<file path="src/rtl/rvseed_pkg.sv">
// rtl/rvseed_pkg.sv - shared rvseed types: owner encoding, arbiter lock default, memory command
package rvseed_pkg;

  localparam int CPU_WIDTH         = 32;
  localparam int DMEM_AW           = 32;
  localparam int DMEM_ARB_MAX_LOCK = 8;

  typedef enum logic {
    OWN_M0 = 1'b0,
    OWN_M1 = 1'b1
  } owner_e;

  typedef struct packed {
    logic                   we;
    logic [DMEM_AW-1:0]     addr;
    logic [CPU_WIDTH-1:0]   wdata;
    logic [CPU_WIDTH/8-1:0] wstrb;
  } dmem_cmd_t;

endpackage

</file>
<file path="src/rtl/dmem_arbiter_if.sv">
// rtl/dmem_arbiter_if.sv - requester and memory signals of the data-memory arbiter
interface dmem_arbiter_if #(
  parameter int AW = 32,
  parameter int DW = 32
);

  logic            m0_req;
  logic            m0_we;
  logic [AW-1:0]   m0_addr;
  logic [DW-1:0]   m0_wdata;
  logic [DW/8-1:0] m0_wstrb;
  logic            m0_gnt;
  logic            m0_rvalid;
  logic [DW-1:0]   m0_rdata;

  logic            m1_req;
  logic            m1_we;
  logic [AW-1:0]   m1_addr;
  logic [DW-1:0]   m1_wdata;
  logic [DW/8-1:0] m1_wstrb;
  logic            m1_lock;
  logic            m1_gnt;
  logic            m1_rvalid;
  logic [DW-1:0]   m1_rdata;

  logic            mem_en;
  logic            mem_we;
  logic [AW-1:0]   mem_addr;
  logic [DW-1:0]   mem_wdata;
  logic [DW/8-1:0] mem_wstrb;
  logic [DW-1:0]   mem_rdata;

  // Arbiter side
  modport slave (
    input  m0_req, m0_we, m0_addr, m0_wdata, m0_wstrb,
    output m0_gnt, m0_rvalid, m0_rdata,
    input  m1_req, m1_we, m1_addr, m1_wdata, m1_wstrb, m1_lock,
    output m1_gnt, m1_rvalid, m1_rdata,
    output mem_en, mem_we, mem_addr, mem_wdata, mem_wstrb,
    input  mem_rdata
  );

  // Requesters plus memory side
  modport master (
    output m0_req, m0_we, m0_addr, m0_wdata, m0_wstrb,
    input  m0_gnt, m0_rvalid, m0_rdata,
    output m1_req, m1_we, m1_addr, m1_wdata, m1_wstrb, m1_lock,
    input  m1_gnt, m1_rvalid, m1_rdata,
    input  mem_en, mem_we, mem_addr, mem_wdata, mem_wstrb,
    output mem_rdata
  );

endinterface

</file>
<file path="src/rtl/dmem_arb_pick.sv">
// rtl/dmem_arb_pick.sv - combinational winner select; DMEM_ARB_RR_EN selects round-robin contention
module dmem_arb_pick
  import rvseed_pkg::*;
(
  input  logic   m0_req_i,
  input  logic   m1_req_i,
  input  logic   m1_lock_i,
  input  owner_e last_gnt_i,
  input  logic   lock_sat_i,
  output logic   m0_gnt_o,
  output logic   m1_gnt_o
);

  // M1 keeps a locked burst only while it still owns the port and the guard is not exhausted
  logic lock_hold;
  assign lock_hold = m1_lock_i && (last_gnt_i == OWN_M1) && m1_req_i && !lock_sat_i;

  // Winner selection: lone requester, then lock, then contention policy
  always_comb begin
    m0_gnt_o = 1'b0;
    m1_gnt_o = 1'b0;
    if (m0_req_i && !m1_req_i) begin
      m0_gnt_o = 1'b1;
    end else if (m1_req_i && !m0_req_i) begin
      m1_gnt_o = 1'b1;
    end else if (m0_req_i && m1_req_i) begin
      if (lock_hold) begin
        m1_gnt_o = 1'b1;
      end else begin
`ifdef DMEM_ARB_RR_EN
        if (last_gnt_i == OWN_M0) begin
          m1_gnt_o = 1'b1;
        end else begin
          m0_gnt_o = 1'b1;
        end
`else
        m0_gnt_o = 1'b1;
`endif
      end
    end
  end

endmodule

</file>
<file path="src/rtl/dmem_arbiter.sv">
// rtl/dmem_arbiter.sv - two-requester data-memory arbiter with grant/access/response pipeline
module dmem_arbiter
  import rvseed_pkg::*;
#(
  parameter int AW       = DMEM_AW,
  parameter int DW       = CPU_WIDTH,
  parameter int MAX_LOCK = DMEM_ARB_MAX_LOCK
) (
  input logic           clk,
  input logic           rst,
  dmem_arbiter_if.slave bus
);

  localparam int LCW = $clog2(MAX_LOCK + 1);

  typedef struct packed {
    logic            we;
    logic [AW-1:0]   addr;
    logic [DW-1:0]   wdata;
    logic [DW/8-1:0] wstrb;
  } cmd_t;

  logic           m0_win;
  logic           m1_win;
  logic           lock_sat;

  owner_e         last_gnt_q, last_gnt_d;
  logic [LCW-1:0] lock_cnt_q, lock_cnt_d;

  logic           a_vld_q, a_vld_d;
  owner_e         a_own_q, a_own_d;
  cmd_t           a_cmd_q, a_cmd_d;

  logic           r_vld_q;
  owner_e         r_own_q;
  logic           r_we_q;

  assign lock_sat = (lock_cnt_q >= LCW'(MAX_LOCK));

  dmem_arb_pick u_pick (
    .m0_req_i   (bus.m0_req),
    .m1_req_i   (bus.m1_req),
    .m1_lock_i  (bus.m1_lock),
    .last_gnt_i (last_gnt_q),
    .lock_sat_i (lock_sat),
    .m0_gnt_o   (m0_win),
    .m1_gnt_o   (m1_win)
  );

  // No command may be accepted while reset is held
  assign bus.m0_gnt = m0_win & ~rst;
  assign bus.m1_gnt = m1_win & ~rst;

  // Next-state for stage A, grant history and lock counter
  always_comb begin
    a_vld_d    = bus.m0_gnt | bus.m1_gnt;
    a_own_d    = bus.m1_gnt ? OWN_M1 : OWN_M0;
    a_cmd_d    = '0;
    last_gnt_d = last_gnt_q;
    lock_cnt_d = lock_cnt_q;
    if (bus.m0_gnt) begin
      a_cmd_d    = '{we: bus.m0_we, addr: bus.m0_addr, wdata: bus.m0_wdata, wstrb: bus.m0_wstrb};
      last_gnt_d = OWN_M0;
    end else if (bus.m1_gnt) begin
      a_cmd_d    = '{we: bus.m1_we, addr: bus.m1_addr, wdata: bus.m1_wdata, wstrb: bus.m1_wstrb};
      last_gnt_d = OWN_M1;
    end
    if (!bus.m0_req || bus.m0_gnt) begin
      lock_cnt_d = '0;
    end else if (bus.m1_gnt && !lock_sat) begin
      lock_cnt_d = lock_cnt_q + LCW'(1);
    end
  end

  // Arbitration state; M1 as last owner lets M0 win the first contention
  always_ff @(posedge clk or posedge rst) begin
    if (rst) begin
      last_gnt_q <= OWN_M1;
      lock_cnt_q <= '0;
    end else begin
      last_gnt_q <= last_gnt_d;
      lock_cnt_q <= lock_cnt_d;
    end
  end

  // Access pipeline: stage A drives memory, stage R routes the completion
  always_ff @(posedge clk or posedge rst) begin
    if (rst) begin
      a_vld_q <= 1'b0;
      a_own_q <= OWN_M0;
      a_cmd_q <= '0;
      r_vld_q <= 1'b0;
      r_own_q <= OWN_M0;
      r_we_q  <= 1'b0;
    end else begin
      a_vld_q <= a_vld_d;
      a_own_q <= a_own_d;
      a_cmd_q <= a_cmd_d;
      r_vld_q <= a_vld_q;
      r_own_q <= a_own_q;
      r_we_q  <= a_cmd_q.we;
    end
  end

  // Stage A command is zero whenever it is not valid, so memory fields idle at 0
  assign bus.mem_en    = a_vld_q;
  assign bus.mem_we    = a_cmd_q.we;
  assign bus.mem_addr  = a_cmd_q.addr;
  assign bus.mem_wdata = a_cmd_q.wdata;
  assign bus.mem_wstrb = a_cmd_q.wstrb;

  assign bus.m0_rvalid = r_vld_q && (r_own_q == OWN_M0);
  assign bus.m1_rvalid = r_vld_q && (r_own_q == OWN_M1);
  assign bus.m0_rdata  = (bus.m0_rvalid && !r_we_q) ? bus.mem_rdata : '0;
  assign bus.m1_rdata  = (bus.m1_rvalid && !r_we_q) ? bus.mem_rdata : '0;

endmodule
</file>
<file path="src/flat_wrapper.sv">
// flat-port wrapper written by rule: the top's interface ports become plain ports
module dmem_arbiter_flat import rvseed_pkg::*;
#(
  parameter int AW       = DMEM_AW,
  parameter int DW       = CPU_WIDTH,
  parameter int MAX_LOCK = DMEM_ARB_MAX_LOCK
)
  (clk, rst, bus_m0_req, bus_m0_we, bus_m0_addr, bus_m0_wdata, bus_m0_wstrb, bus_m0_gnt, bus_m0_rvalid, bus_m0_rdata, bus_m1_req, bus_m1_we, bus_m1_addr, bus_m1_wdata, bus_m1_wstrb, bus_m1_lock, bus_m1_gnt, bus_m1_rvalid, bus_m1_rdata, bus_mem_en, bus_mem_we, bus_mem_addr, bus_mem_wdata, bus_mem_wstrb, bus_mem_rdata);
  dmem_arbiter_if #(.AW(AW), .DW(DW)) bus_i ();
  input logic clk;
  input logic rst;
  input wire logic [$bits(bus_i.m0_req)-1:0] bus_m0_req;
  input wire logic [$bits(bus_i.m0_we)-1:0] bus_m0_we;
  input wire logic [$bits(bus_i.m0_addr)-1:0] bus_m0_addr;
  input wire logic [$bits(bus_i.m0_wdata)-1:0] bus_m0_wdata;
  input wire logic [$bits(bus_i.m0_wstrb)-1:0] bus_m0_wstrb;
  output wire logic [$bits(bus_i.m0_gnt)-1:0] bus_m0_gnt;
  output wire logic [$bits(bus_i.m0_rvalid)-1:0] bus_m0_rvalid;
  output wire logic [$bits(bus_i.m0_rdata)-1:0] bus_m0_rdata;
  input wire logic [$bits(bus_i.m1_req)-1:0] bus_m1_req;
  input wire logic [$bits(bus_i.m1_we)-1:0] bus_m1_we;
  input wire logic [$bits(bus_i.m1_addr)-1:0] bus_m1_addr;
  input wire logic [$bits(bus_i.m1_wdata)-1:0] bus_m1_wdata;
  input wire logic [$bits(bus_i.m1_wstrb)-1:0] bus_m1_wstrb;
  input wire logic [$bits(bus_i.m1_lock)-1:0] bus_m1_lock;
  output wire logic [$bits(bus_i.m1_gnt)-1:0] bus_m1_gnt;
  output wire logic [$bits(bus_i.m1_rvalid)-1:0] bus_m1_rvalid;
  output wire logic [$bits(bus_i.m1_rdata)-1:0] bus_m1_rdata;
  output wire logic [$bits(bus_i.mem_en)-1:0] bus_mem_en;
  output wire logic [$bits(bus_i.mem_we)-1:0] bus_mem_we;
  output wire logic [$bits(bus_i.mem_addr)-1:0] bus_mem_addr;
  output wire logic [$bits(bus_i.mem_wdata)-1:0] bus_mem_wdata;
  output wire logic [$bits(bus_i.mem_wstrb)-1:0] bus_mem_wstrb;
  input wire logic [$bits(bus_i.mem_rdata)-1:0] bus_mem_rdata;
  assign bus_i.m0_req = bus_m0_req;
  assign bus_i.m0_we = bus_m0_we;
  assign bus_i.m0_addr = bus_m0_addr;
  assign bus_i.m0_wdata = bus_m0_wdata;
  assign bus_i.m0_wstrb = bus_m0_wstrb;
  assign bus_m0_gnt = bus_i.m0_gnt;
  assign bus_m0_rvalid = bus_i.m0_rvalid;
  assign bus_m0_rdata = bus_i.m0_rdata;
  assign bus_i.m1_req = bus_m1_req;
  assign bus_i.m1_we = bus_m1_we;
  assign bus_i.m1_addr = bus_m1_addr;
  assign bus_i.m1_wdata = bus_m1_wdata;
  assign bus_i.m1_wstrb = bus_m1_wstrb;
  assign bus_i.m1_lock = bus_m1_lock;
  assign bus_m1_gnt = bus_i.m1_gnt;
  assign bus_m1_rvalid = bus_i.m1_rvalid;
  assign bus_m1_rdata = bus_i.m1_rdata;
  assign bus_mem_en = bus_i.mem_en;
  assign bus_mem_we = bus_i.mem_we;
  assign bus_mem_addr = bus_i.mem_addr;
  assign bus_mem_wdata = bus_i.mem_wdata;
  assign bus_mem_wstrb = bus_i.mem_wstrb;
  assign bus_i.mem_rdata = bus_mem_rdata;
  dmem_arbiter #(.AW(AW), .DW(DW), .MAX_LOCK(MAX_LOCK)) u_core (.clk(clk), .rst(rst), .bus(bus_i));
endmodule
</file>
<file path="config.mk">
export PLATFORM = sky130hd
export DESIGN_NAME = dmem_arbiter_flat
export DESIGN_NICKNAME = d
export VERILOG_FILES = /design/src/rtl/rvseed_pkg.sv /design/src/rtl/dmem_arbiter_if.sv /design/src/rtl/dmem_arb_pick.sv /design/src/rtl/dmem_arbiter.sv /design/src/flat_wrapper.sv
export SDC_FILE = /design/constraint.sdc
export NUM_CORES = 1
export LEC_CHECK = 0
export ABC_AREA = 1
export ABC_CLOCK_PERIOD_IN_PS = 4900
export BUFFER_PORTS_ARGS = -buffer_cell sky130_fd_sc_hd__buf_4
export CAP_MARGIN = 20
export CORE_AREA = 2 2 121 123
export CTS_BUF_LIST = sky130_fd_sc_hd__clkbuf_4 sky130_fd_sc_hd__clkbuf_8
export CTS_CLUSTER_DIAMETER = 150
export CTS_CLUSTER_SIZE = 10
export DETAILED_ROUTE_END_ITERATION = 8
export DIE_AREA = 0 0 123 125
export PLACE_DENSITY = 0.59
export SYNTH_ARGS = -nofsm -noshare
export SYNTH_HDL_FRONTEND = slang
export SYNTH_SLANG_ARGS = --single-unit
</file>
<file path="constraint.sdc">
create_clock -name clk -period 4.9 [get_ports clk]
set_input_delay 0.735 -clock clk [delete_from_list [all_inputs] [get_ports clk]]
set_output_delay 0.735 -clock clk [all_outputs]
set_load 0.01 [all_outputs]
</file>
== Word-level counts from Yosys, hierarchy flattened ==
Cells that the tools add are included.

* Flip-flop bits (word level): 79
* Output and inout bits: 138
* Word-level logic and storage cells: 53

* Add/sub/neg operators: 1
* Order comparisons: 1
* Muxes and demuxes: 17
* Bitwise logic cells: 5
* Reduce and logical (&&, ||, !) cells: 18

{| class="wikitable"
|+ Operators by type and width
! kind !! count
|-
| 69-bit 2-to-1 mux || 2
|-
| 32-bit 2-to-1 mux || 2
|-
| 1-bit logical AND || 11
|-
| 1-bit 2-to-1 mux || 11
|-
| 4-bit 2-to-1 mux || 2
|-
| 4-bit by 1-bit adder with 4-bit output, second input constant || 1
|-
| 4-bit greater-or-equal comparator, second input constant || 1
|-
| 1-bit zero test || 4
|-
| 2-bit nonzero test || 2
|-
| 1-bit AND || 2
|-
| 1-bit NOT || 2
|-
| 1-bit logical OR || 1
|-
| 1-bit OR || 1
|}

== Logic depth before layout (Yosys ltp) ==
* Depth after elaboration: 11
* Mapped depth: 7
* Gate-level depth less buffers: 6

== Modules after synthesis ==
From an unflattened synthesis, not the netlist that was laid out.

* Cell total of the unflattened synthesis: 461
* Area total of the unflattened synthesis: 3,682.3 um2

{| class="wikitable"
|+ By module, submodules not included
! module !! instances !! cells each !! area each (um2)
|-
| dmem_arbiter || 1 || 453 || 3,637.2
|-
| dmem_arb_pick || 1 || 8 || 45.0
|}

== Least setup slack after synthesis ==
Ideal clock, no wire load.

* Kind: input to register
* From: input rst
* To: register u_core.a_cmd_q, in the netlist u_core.bus.mem_addr[14]
* Library setup time: 0.071 ns
* Arrival: 2.172 ns
* Setup slack: 2.657 ns
* Cell stages on the path: 4
* Buffers on the path: 1
* Cell sequence: inv_2 > buf_2 > nand3_1 > nand2_1

{| class="wikitable"
|+ RTL lines
! item !! line !! text
|-
| start: declaration || flat_wrapper.sv:11 || <nowiki>input logic rst;</nowiki>
|-
| end signal: assignment || dmem_arbiter.sv:98 || <nowiki>a_cmd_q <= a_cmd_d;</nowiki>
|-
| end: declaration || dmem_arbiter.sv:32 || <nowiki>cmd_t a_cmd_q, a_cmd_d;</nowiki>
|}

== Final worst setup path ==
* From: input bus_m1_lock
* To: output bus_m0_gnt

* Cells in the longest elaborated chain, start to end: 8

{| class="wikitable"
|+ RTL lines
! item !! line !! text
|-
| start: declaration || flat_wrapper.sv:25 || <nowiki>input wire logic [$bits(bus_i.m1_lock)-1:0] bus_m1_lock;</nowiki>
|-
| 1-bit logical AND (3 in a row) || dmem_arb_pick.sv:16 || <nowiki>assign lock_hold = m1_lock_i && (last_gnt_i == OWN_M1) && m1_req_i && !lock_sat_i;</nowiki>
|-
| 1-bit 2-to-1 mux || dmem_arb_pick.sv:27 || <nowiki>if (lock_hold) begin</nowiki>
|-
| 1-bit 2-to-1 mux || dmem_arb_pick.sv:26 || <nowiki>end else if (m0_req_i && m1_req_i) begin</nowiki>
|-
| 1-bit 2-to-1 mux || dmem_arb_pick.sv:24 || <nowiki>end else if (m1_req_i && !m0_req_i) begin</nowiki>
|-
| 1-bit 2-to-1 mux || dmem_arb_pick.sv:22 || <nowiki>if (m0_req_i && !m1_req_i) begin</nowiki>
|-
| 1-bit AND || dmem_arbiter.sv:51 || <nowiki>assign bus.m0_gnt = m0_win & ~rst;</nowiki>
|-
| end: declaration || flat_wrapper.sv:17 || <nowiki>output wire logic [$bits(bus_i.m0_gnt)-1:0] bus_m0_gnt;</nowiki>
|}

No other way between the ends.

==> metrics.cfg <==
[status]
status = finished, final reports clean

[clock_tree]
h-tree-depth = 3
clock_latency_ps = 350
root_buffer = clkbuf_8
post_cts_buffers = 0
cts_tree = yes
cts.sinks = 79
cts_made_buffers = 9
cts_resized = 0
clk_pin_slew_ps = 70
cts_hold_buf = 0
clk_path_buf_depth = 2

[global_routing]
grt-ovfl-total = 0
grt_max_degree = 81
grt_pass1_vias = 4053
track_usage_pct = 16.9
antenna_found_initial = 2
grt_pass1_wl_um = 20200

[timing]
setup_viol = 0
fmax_ghz = 0.359
slew_violations = 0
skew_ps = 6.99
fin_crit_sh_pct = 56.8
tightest_slew_ps = 969
period_minus_slack_ps = 2780
finalSetupTns_ps = 0
fin_worst_hold_slack_ps = 359
max_slew_margin_pct = 35.2
grt_setup_unrepaired = no
hold_viol_final = 0

[synthesis]
synthTopCellsByArea = dfrtp_1, nand3_1, nand2_1, nor2_1, inv_1
synth_area_um2 = 3690
synth.yosys.seq_area_share_pct = 53.5
synthTopCellsByCount = nand3_1, nand2_1, dfrtp_1
ys_types = 18
async_flop_share_pct = 100
yosys.cell_count.top_type = nand3_1
avgSynthCellArea_um2 = 8.00
yosys_warnings = 0
synth-edff-count = 0
yosys.area.top_type = dfrtp_1
synth_top_area_share_pct = 52.8
synth_cells = 462
synth_ff_type = dfrtp_1
syn_nets = 639
synth_seq_cells = 79

[drt]
drtIter0Drc = 162
vias_per_cell = 4.44
firstDrtPassIters = 4
wl_per_cell_um = 14.4
num_vias = 4193
ant_nets = 0
wirelength_um = 13600
remaining_drc_errors = 0

[setup_path]
start_kind = input port
crit_required_ps = 4160
end_kind = output pin
worstSetupPathType = in2out
reg2regPathDepth = 7
worst-path-max-fanout = 71
critPathArrivalTime_ps = 2050

[cells_and_area]
drive_gt1_share_pct = 44.6
syn_to_final_growth_pct = 70.2
nets = 931
fillerInstances = 1420

[die]
num_io_pins = 313
chipWidth_um = 123
die_h_um = 125
dieArea_um2 = 15400
coreArea_um2 = 14200
num_rows = 44
initial_core_util_pct = 26.0

[hold_path]
min_path_type = reg2reg
hold_path_depth = 0

[run]
maxCapViolCount = 0

[power_and_ir_drop]
p_per_area_nw_per_um2 = 243
power.leakage_nw = 3.75
peakVddDrop_mv = 0.131

[placed_design]
dp_hpwl_um = 10300
portBuffers = 312
place_congestion = 0.798

## kinds of logic after synthesis
family / share of synthesized area [%]
AO/OA/AOI/OAI: 0.271
flip-flops: 53.5
AND/OR/NAND/NOR: 35.6
XOR/XNOR: 0.237
adder cells (fa/ha/maj): 0.677
buffers and inverters: 9.65
## cell usage in the layout (no fill, tap or decap), drive strengths merged
cell type  netlist  layout
o21ai            2       2
dfstp            1       1
nand2           85      85
nor2            71      71
buf             33     315
nand3          141     141
clkinv           0       1
clkbuf           1      14
dfrtp           78      78
xor2             1       1
diode            0       2
inv             47      47
ha               2       2
## per-stage QoR
step | setup slack [ps] | total power, mW | instance area, µm² | utilization, % | std cells
floorplan | 2660 | 0.876 | 3690 | - | 462
global placement | 2150 | 1.11 | 6110 | 43.0 | 927
detailed placement | 2090 | 1.11 | 6110 | 43.0 | 927
CTS | 2080 | 1.56 | 6280 | 44.2 | 942
global route | 1950 | 1.63 | 6290 | 44.3 | 944
finish | 2120 | 1.53 | 6290 | 44.3 | 944
## worst paths after layout
kind | from | to | slack [ps]
setup / recovery | bus_m1_lock | bus_m0_gnt | 2120
hold / removal | u_core.a_own_q | u_core.r_own_q | 360
setup reg to reg | u_core.last_gnt_q | u_core.lock_cnt_q[2] | 3270
hold reg to reg | u_core.a_own_q | u_core.r_own_q | 360
max in group asynchronous | rst | u_core.lock_cnt_q[0] | 2980
min in group asynchronous | rst | u_core.bus.mem_addr[29] | 550
## registers in the layout, summed over array words and instances, names as in the netlist
register / flops
u_core.bus.mem_wdata: 32
u_core.bus.mem_we: 1
u_core.bus.mem_wstrb: 4
u_core.last_gnt_q: 1
u_core.r_vld_q: 1
u_core.a_own_q: 1
u_core.lock_cnt_q: 4
u_core.r_we_q: 1
u_core.bus.mem_en: 1
u_core.bus.mem_addr: 32
u_core.r_own_q: 1
## worst max-delay path: stages
cell and delay, ps:
buf_4 110, nand2_1 60, inv_1 50, nand2_2 90, buf_4 590, nand2_1 190
inv_1 90, buf_4 120
## layer usage
layer  routed length (µm)  global-route usage, %  vias to the layer above
li1                     -                      -                     2038
met4                  452                   8.62                        0
met3                 1290                   5.16                       27
met5                    0                      0                        -
met1                 4650                   17.0                     1916
met2                 7170                   30.8                      212
## report_power, final
part | switching [mW] | internal (mW) | leakage, nW
Sequential | 0.0150 | 0.696 | 1.04
Combinational | 0.187 | 0.195 | 2.62
Clock | 0.220 | 0.218 | 0.0942
Total | 0.422 | 1.11 | 3.75
## final cells by class
type	instances	area (µm²)	area share (%)
diodes	2	5.00	0.0796
clock buffers	14	168	2.67
clock inverters	1	5.00	0.0796
inverters	47	179	2.84
multi-input cells	302	1360	21.6
flip-flops and latches	79	1980	31.5
well taps	184	230	3.66
repair buffers	315	2360	37.6
Note: power is estimated with default switching activity, not from simulation.
